<file path="config.mk">
export PLATFORM = sky130hd
export DESIGN_NAME = pipe_stage_elastic
export DESIGN_NICKNAME = d
export VERILOG_FILES = /design/src/rtl/pipe_pkg.sv /design/src/rtl/sat_counter.sv /design/src/rtl/pipe_stage_elastic.sv
export SDC_FILE = /design/constraint.sdc
export NUM_CORES = 1
export LEC_CHECK = 0
export CORE_ASPECT_RATIO = 0.6
export CORE_MARGIN = 2
export CORE_UTILIZATION = 50
export DETAILED_ROUTE_END_ITERATION = 8
export HOLD_SLACK_MARGIN = 0.05
export PLACE_DENSITY = 0.86
export SLEW_MARGIN = 10
export SYNTH_ARGS = -nofsm -noshare
export SYNTH_HDL_FRONTEND = slang
export SYNTH_HIERARCHICAL = 1
export SYNTH_SLANG_ARGS = --single-unit
</file>
<file path="constraint.sdc">
create_clock -name i_clk -period 6.42 [get_ports i_clk]
set_input_delay 0.642 -clock i_clk [delete_from_list [all_inputs] [get_ports i_clk]]
set_output_delay 0.642 -clock i_clk [all_outputs]
set_load 0.01 [all_outputs]
</file>
<file path="src/rtl/pipe_pkg.sv">
// rtl/pipe_pkg.sv - shared state encoding and default widths for pipeline stages
package pipe_pkg;

  localparam int DATA_WIDTH = 36;
  localparam int CTRL_WIDTH = 8;

  typedef enum logic [1:0] {
    ST_EMPTY = 2'd0,
    ST_FULL  = 2'd1,
    ST_SKID  = 2'd2
  } state_e;

endpackage

</file>
<file path="src/rtl/sat_counter.sv">
// rtl/sat_counter.sv - saturating up-counter with a multi-bit increment
module sat_counter #(
  parameter int WIDTH     = 16,
  parameter int INC_WIDTH = 1
) (
  input  logic                 i_clk,
  input  logic                 i_rst_n,
  input  logic [INC_WIDTH-1:0] i_inc,
  output logic [WIDTH-1:0]     o_count
);

  // One extra bit catches the carry so the count pins at all-ones instead of wrapping.
  logic [WIDTH:0] sum;

  assign sum = {1'b0, o_count} + {{(WIDTH + 1 - INC_WIDTH){1'b0}}, i_inc};

  always_ff @(posedge i_clk or negedge i_rst_n) begin
    if (!i_rst_n) begin
      o_count <= '0;
    end else if (sum[WIDTH]) begin
      o_count <= '1;
    end else begin
      o_count <= sum[WIDTH-1:0];
    end
  end

endmodule

</file>
<file path="src/rtl/pipe_stage_elastic.sv">
// rtl/pipe_stage_elastic.sv - elastic pipeline register with skid, hold, flush and perf counters
module pipe_stage_elastic
  import pipe_pkg::*;
#(
  parameter int DATA_WIDTH = pipe_pkg::DATA_WIDTH,
  parameter int CTRL_WIDTH = pipe_pkg::CTRL_WIDTH,
  parameter int SKID_EN    = 1,
  parameter int CNT_WIDTH  = 16
) (
  input  logic                  i_clk,
  input  logic                  i_rst_n,
  input  logic                  i_valid,
  output logic                  o_ready,
  input  logic [CTRL_WIDTH-1:0] i_ctrl,
  input  logic [DATA_WIDTH-1:0] i_data,
  input  logic                  i_stall,
  input  logic                  i_flush,
  output logic                  o_valid,
  input  logic                  i_ready,
  output logic [CTRL_WIDTH-1:0] o_ctrl,
  output logic [DATA_WIDTH-1:0] o_data,
  output logic [CNT_WIDTH-1:0]  o_stall_cnt,
  output logic [CNT_WIDTH-1:0]  o_flush_cnt
);

  state_e                state_q, state_d;
  logic [CTRL_WIDTH-1:0] main_ctrl_q, skid_ctrl_q;
  logic [DATA_WIDTH-1:0] main_data_q, skid_data_q;
  logic                  in_xfer, out_acc, out_xfer;
  logic                  load_main, load_skid, skid_to_main;
  logic                  stall_inc;
  logic [1:0]            flush_inc;

  assign o_valid  = (state_q != ST_EMPTY);
  assign o_ctrl   = main_ctrl_q;
  assign o_data   = main_data_q;
  assign out_acc  = i_ready & ~i_stall;
  assign out_xfer = o_valid & out_acc;
  assign in_xfer  = i_valid & o_ready;

  // With the skid buffer, ready is a flop so upstream never sees downstream's ready/stall path.
  generate
    if (SKID_EN != 0) begin : g_skid
      logic ready_q;
      always_ff @(posedge i_clk or negedge i_rst_n) begin
        if (!i_rst_n) begin
          ready_q <= 1'b1;
        end else begin
          ready_q <= (state_d != ST_SKID);
        end
      end
      assign o_ready = ready_q;
    end else begin : g_noskid
      assign o_ready = ~o_valid | out_acc;
    end
  endgenerate

  always_comb begin
    state_d      = state_q;
    load_main    = 1'b0;
    load_skid    = 1'b0;
    skid_to_main = 1'b0;
    if (i_flush) begin
      state_d = ST_EMPTY;
    end else begin
      case (state_q)
        ST_EMPTY: begin
          if (in_xfer) begin
            state_d   = ST_FULL;
            load_main = 1'b1;
          end
        end
        ST_FULL: begin
          if (in_xfer && out_xfer) begin
            load_main = 1'b1;
          end else if (in_xfer && (SKID_EN != 0)) begin
            state_d   = ST_SKID;
            load_skid = 1'b1;
          end else if (out_xfer) begin
            state_d = ST_EMPTY;
          end
        end
        ST_SKID: begin
          if (out_xfer) begin
            state_d      = ST_FULL;
            skid_to_main = 1'b1;
          end
        end
        default: state_d = ST_EMPTY;
      endcase
    end
  end

  always_ff @(posedge i_clk or negedge i_rst_n) begin
    if (!i_rst_n) begin
      state_q     <= ST_EMPTY;
      main_ctrl_q <= '0;
      main_data_q <= '0;
      skid_ctrl_q <= '0;
      skid_data_q <= '0;
    end else begin
      state_q <= state_d;
      if (i_flush) begin
        main_ctrl_q <= '0;
        main_data_q <= '0;
        skid_ctrl_q <= '0;
        skid_data_q <= '0;
      end else begin
        if (load_main) begin
          main_ctrl_q <= i_ctrl;
          main_data_q <= i_data;
        end else if (skid_to_main) begin
          main_ctrl_q <= skid_ctrl_q;
          main_data_q <= skid_data_q;
        end
        if (load_skid) begin
          skid_ctrl_q <= i_ctrl;
          skid_data_q <= i_data;
        end
      end
    end
  end

  assign stall_inc = o_valid & ~out_acc & ~i_flush;
  assign flush_inc = i_flush ? ({1'b0, o_valid} + {1'b0, (state_q == ST_SKID)}) : 2'd0;

  sat_counter #(.WIDTH(CNT_WIDTH), .INC_WIDTH(1)) u_stall_cnt (
    .i_clk   (i_clk),
    .i_rst_n (i_rst_n),
    .i_inc   (stall_inc),
    .o_count (o_stall_cnt)
  );

  sat_counter #(.WIDTH(CNT_WIDTH), .INC_WIDTH(2)) u_flush_cnt (
    .i_clk   (i_clk),
    .i_rst_n (i_rst_n),
    .i_inc   (flush_inc),
    .o_count (o_flush_cnt)
  );

endmodule

</file>
==> results.sh <==
export IMPL_diodes=0
export IMPL_holdBufCountCts=0
export IMPL_antenna_found_initial=0
export IMPL_first_pass_iters=7
export IMPL_grt_remaining_overflow=0
export IMPL_critical_path_slowest_cell="buf_4"
export IMPL_fin_setup_tns_ps=0
export IMPL_areaGrowthSynthToFinish_pct=26.27
export IMPL_die_width_um=152.1
export IMPL_p_int_w=0.001660
export IMPL_cts_setup_buffers=0
export IMPL_period_share=0.5030
export IMPL_clkTransAtPathRegs_ps=50
export IMPL_synth_top_family_by_area="compound AO/OA/AOI/OAI gates"
export IMPL_status="finished, final reports clean"
export IMPL_clkSinkCount=123
export IMPL_fin_crit_ps=3230
export IMPL_cts_tree="built"
export IMPL_power_w=0.002315
export IMPL_mostFrequentLayoutCells="125 x clkdlybuf4s50_1, 121 x dfrtp_1, 110 x nand2_1"
export IMPL_required_ps=6710
export IMPL_grt_max_degree=95
export IMPL_io_pins=128
export IMPL_p_comb_frac=0.202
export IMPL_synth_top_flop_cell="dfrtp_1"
export IMPL_fin_util=0.6466
export IMPL_num_vias=5908
export IMPL_dpl_cell_count=878
export IMPL_end_kind="flop"
export IMPL_clkPwrFrac=0.401
export IMPL_drv_cap=0
export IMPL_critPathLaunchType="input pin"
export IMPL_grt_pass1_wl_um=30220
export IMPL_nNetsFinal=782
export IMPL_ys_ff_latch=123
export IMPL_seq_area_frac_synth=0.4679
export IMPL_antenna_left=0
export IMPL_max_freq_mhz=309.6
export IMPL_routed_wl_um=18450
export IMPL_syn_inst=648
export IMPL_synth_net_count=703
export IMPL_hold_violations=0
export IMPL_ir_drop_mv=0.1583
export IMPL_dpl_hpwl_um=11020
export IMPL_fin_skew_ps=6.626
export IMPL_first_global_vias=5688
export IMPL_layout_commonest_cell="clkdlybuf4s50_1"
export IMPL_rsz0062_at_grt="false"
export IMPL_slew_headroom=0.1897
export IMPL_cts_buffers=17
export IMPL_wl_per_cell_um=20.28
export IMPL_worst_ep_arrival_time_ps=3520
export IMPL_clockBufferDepth=2
export IMPL_yosysUniqueCellTypes=52
export IMPL_die_area_mm2=0.01413
export IMPL_syn_avg_cell_area_um2=10.16
export IMPL_netSwitchingPower_w=0.0006557
export IMPL_fillers=951
export IMPL_cts_resized=0
export IMPL_r2r_start="state_q[0]"
export IMPL_drc=0
export IMPL_regArea_mm2=0.003080
export IMPL_synth_area_mm2=0.006581
export IMPL_grt_usage=0.2651
export IMPL_maxSlewViolCount=0
export IMPL_synthAdderAreaFrac=0.01065
export IMPL_gp_congestion=0.8350
export IMPL_final_area_mm2=0.008310
export IMPL_die_h_um=92.87
export IMPL_synthSimpleGateAreaFrac=0.1823
export IMPL_setup_violations=0
export IMPL_initial_core_util=0.5121
export IMPL_p_per_area_mw_per_mm2=278.6
export IMPL_fp_coreArea_mm2=0.01285
export IMPL_hold_path_class="in2async"
export IMPL_insertion_delay_ps=410
export IMPL_synthArstFlopShare=1.000
export IMPL_fin_cells=910
export IMPL_worstMarginPinSlew_ps=1215
export IMPL_seq_power_share=0.398
export IMPL_io_buffers=127
export IMPL_muxShareOfSynthArea=0.01027
export IMPL_synth_xor_area_share=0.006654
export IMPL_rows=32
export IMPL_cp_max_fo=94
export IMPL_drt_first_iter_violations=617
export IMPL_yosys_warnings=6
export IMPL_ctsRootBufferMaster="clkbuf_16"
export IMPL_synth_compound_area_share=0.2597
export IMPL_swShare=0.2832
export IMPL_cp_top_family="simple AND/OR/NAND/NOR gates"
export IMPL_dpl_cell_area_mm2=0.007731
export IMPL_synth_edf_count=0
export IMPL_viasPerCell=6.492
export IMPL_crit_start="i_flush"
export IMPL_crit_path_max_incr_delay_ps=890
export IMPL_crit_chain="buf_4 -> and2_1 -> ha_1 -> inv_1 -> fa_1 -> nand2b_4 -> nor2_1 -> and4_2 -> mux2_2"
export IMPL_htree_levels=4
export IMPL_critPathKind="in2reg"
export IMPL_drive_above_1_share=0.1297
export IMPL_p_leak_nw=3.159
export IMPL_multi_input_area_mm2=0.003123
export IMPL_crit_buf_inv=2
## Yosys cell counts (6+ instances only)
| cell type | instances | area, um^2 |
|---|---|---|
| a211oi_1 | 44 | 330.3 |
| clkbuf_1 | 32 | 120.1 |
| buf_6 | 9 | 101.4 |
| dfrtp_1 | 122 | 3053 |
| mux2_2 | 6 | 67.56 |
| nand3_1 | 18 | 90.09 |
| nand2_1 | 110 | 412.9 |
| a21oi_1 | 52 | 260.3 |
| o31ai_1 | 47 | 352.8 |
| nand4_1 | 51 | 319.1 |
| a311oi_2 | 40 | 600.6 |
| or4_1 | 6 | 45.04 |
| inv_1 | 8 | 30.03 |
| buf_2 | 23 | 115.1 |
## final timing paths
kind / to / slack [ps] / depth (start not counted)
worst max-delay path: u_flush_cnt/o_count[10] / 3190 / 9
worst min-delay path: o_data[7] / 270 / 1
worst max register to register: u_flush_cnt/o_count[10] / 3270 / 9
worst min register to register: u_stall_cnt/o_count[15] / 520 / 1
max in group asynchronous: o_data[11] / 4770 / 2
min in group i_clk: u_stall_cnt/o_count[15] / 520 / 1
## registers in the layout, indices dropped and copies added (netlist names)
signal               count
o_ctrl                   8
o_data                  36
o_ready                  1
skid_ctrl_q              8
skid_data_q             36
state_q                  2
u_flush_cnt/o_count     16
u_stall_cnt/o_count     16
## logic make-up (layout without fill, tap and decap cells)
kind of cell / count (synthesis) / in the layout
AO/OA/AOI/OAI: 204 / 204
adder cells (fa/ha/maj): 5 / 5
multiplexers: 6 / 6
flip-flops: 123 / 123
AND/OR/NAND/NOR: 226 / 226
XOR/XNOR: 5 / 5
buffers and inverters: 79 / 171
## per-stage QoR
stage / hold slack, ps / setup WS (ps)
6_report: 267.9 / 3190
4_1_cts: 315.2 / 3278
3_3_place_gp: 486.3 / 2976
2_1_floorplan: 346.4 / 3783
5_1_grt: 344.5 / 3078
3_5_place_dp: 518.9 / 2858
## power groups by stage
stage          registers [W]  clock network (W)  logic (W)
6_report            0.000921           0.000927   0.000467
5_1_grt             0.000931           0.000968   0.000504
4_1_cts             0.000919           0.000930   0.000464
3_5_place_dp        0.000931                  0   0.000459
3_3_place_gp        0.000926                  0   0.000443
2_1_floorplan       0.000944                  0   0.000222
## per-layer routing
metal / share of wire / GRT usage
met4: 0.012 / 0.06386
met1: 0.45 / 0.3758
met3: 0.074 / 0.06879
met5: 0 / 0
met2: 0.46 / 0.4095
## layout make-up
| type | instances | share of cell area |
|---|---|---|
| inverter | 8 | 0.003613 |
| multi-input combinational | 446 | 0.3758 |
| clock inverter | 1 | 0.003613 |
| sequential | 123 | 0.3707 |
| clock buffer | 31 | 0.06474 |
| timing repair buffer | 131 | 0.1560 |
| tap | 170 | 0.02559 |
Note: power is estimated with default switching activity, not from simulation.
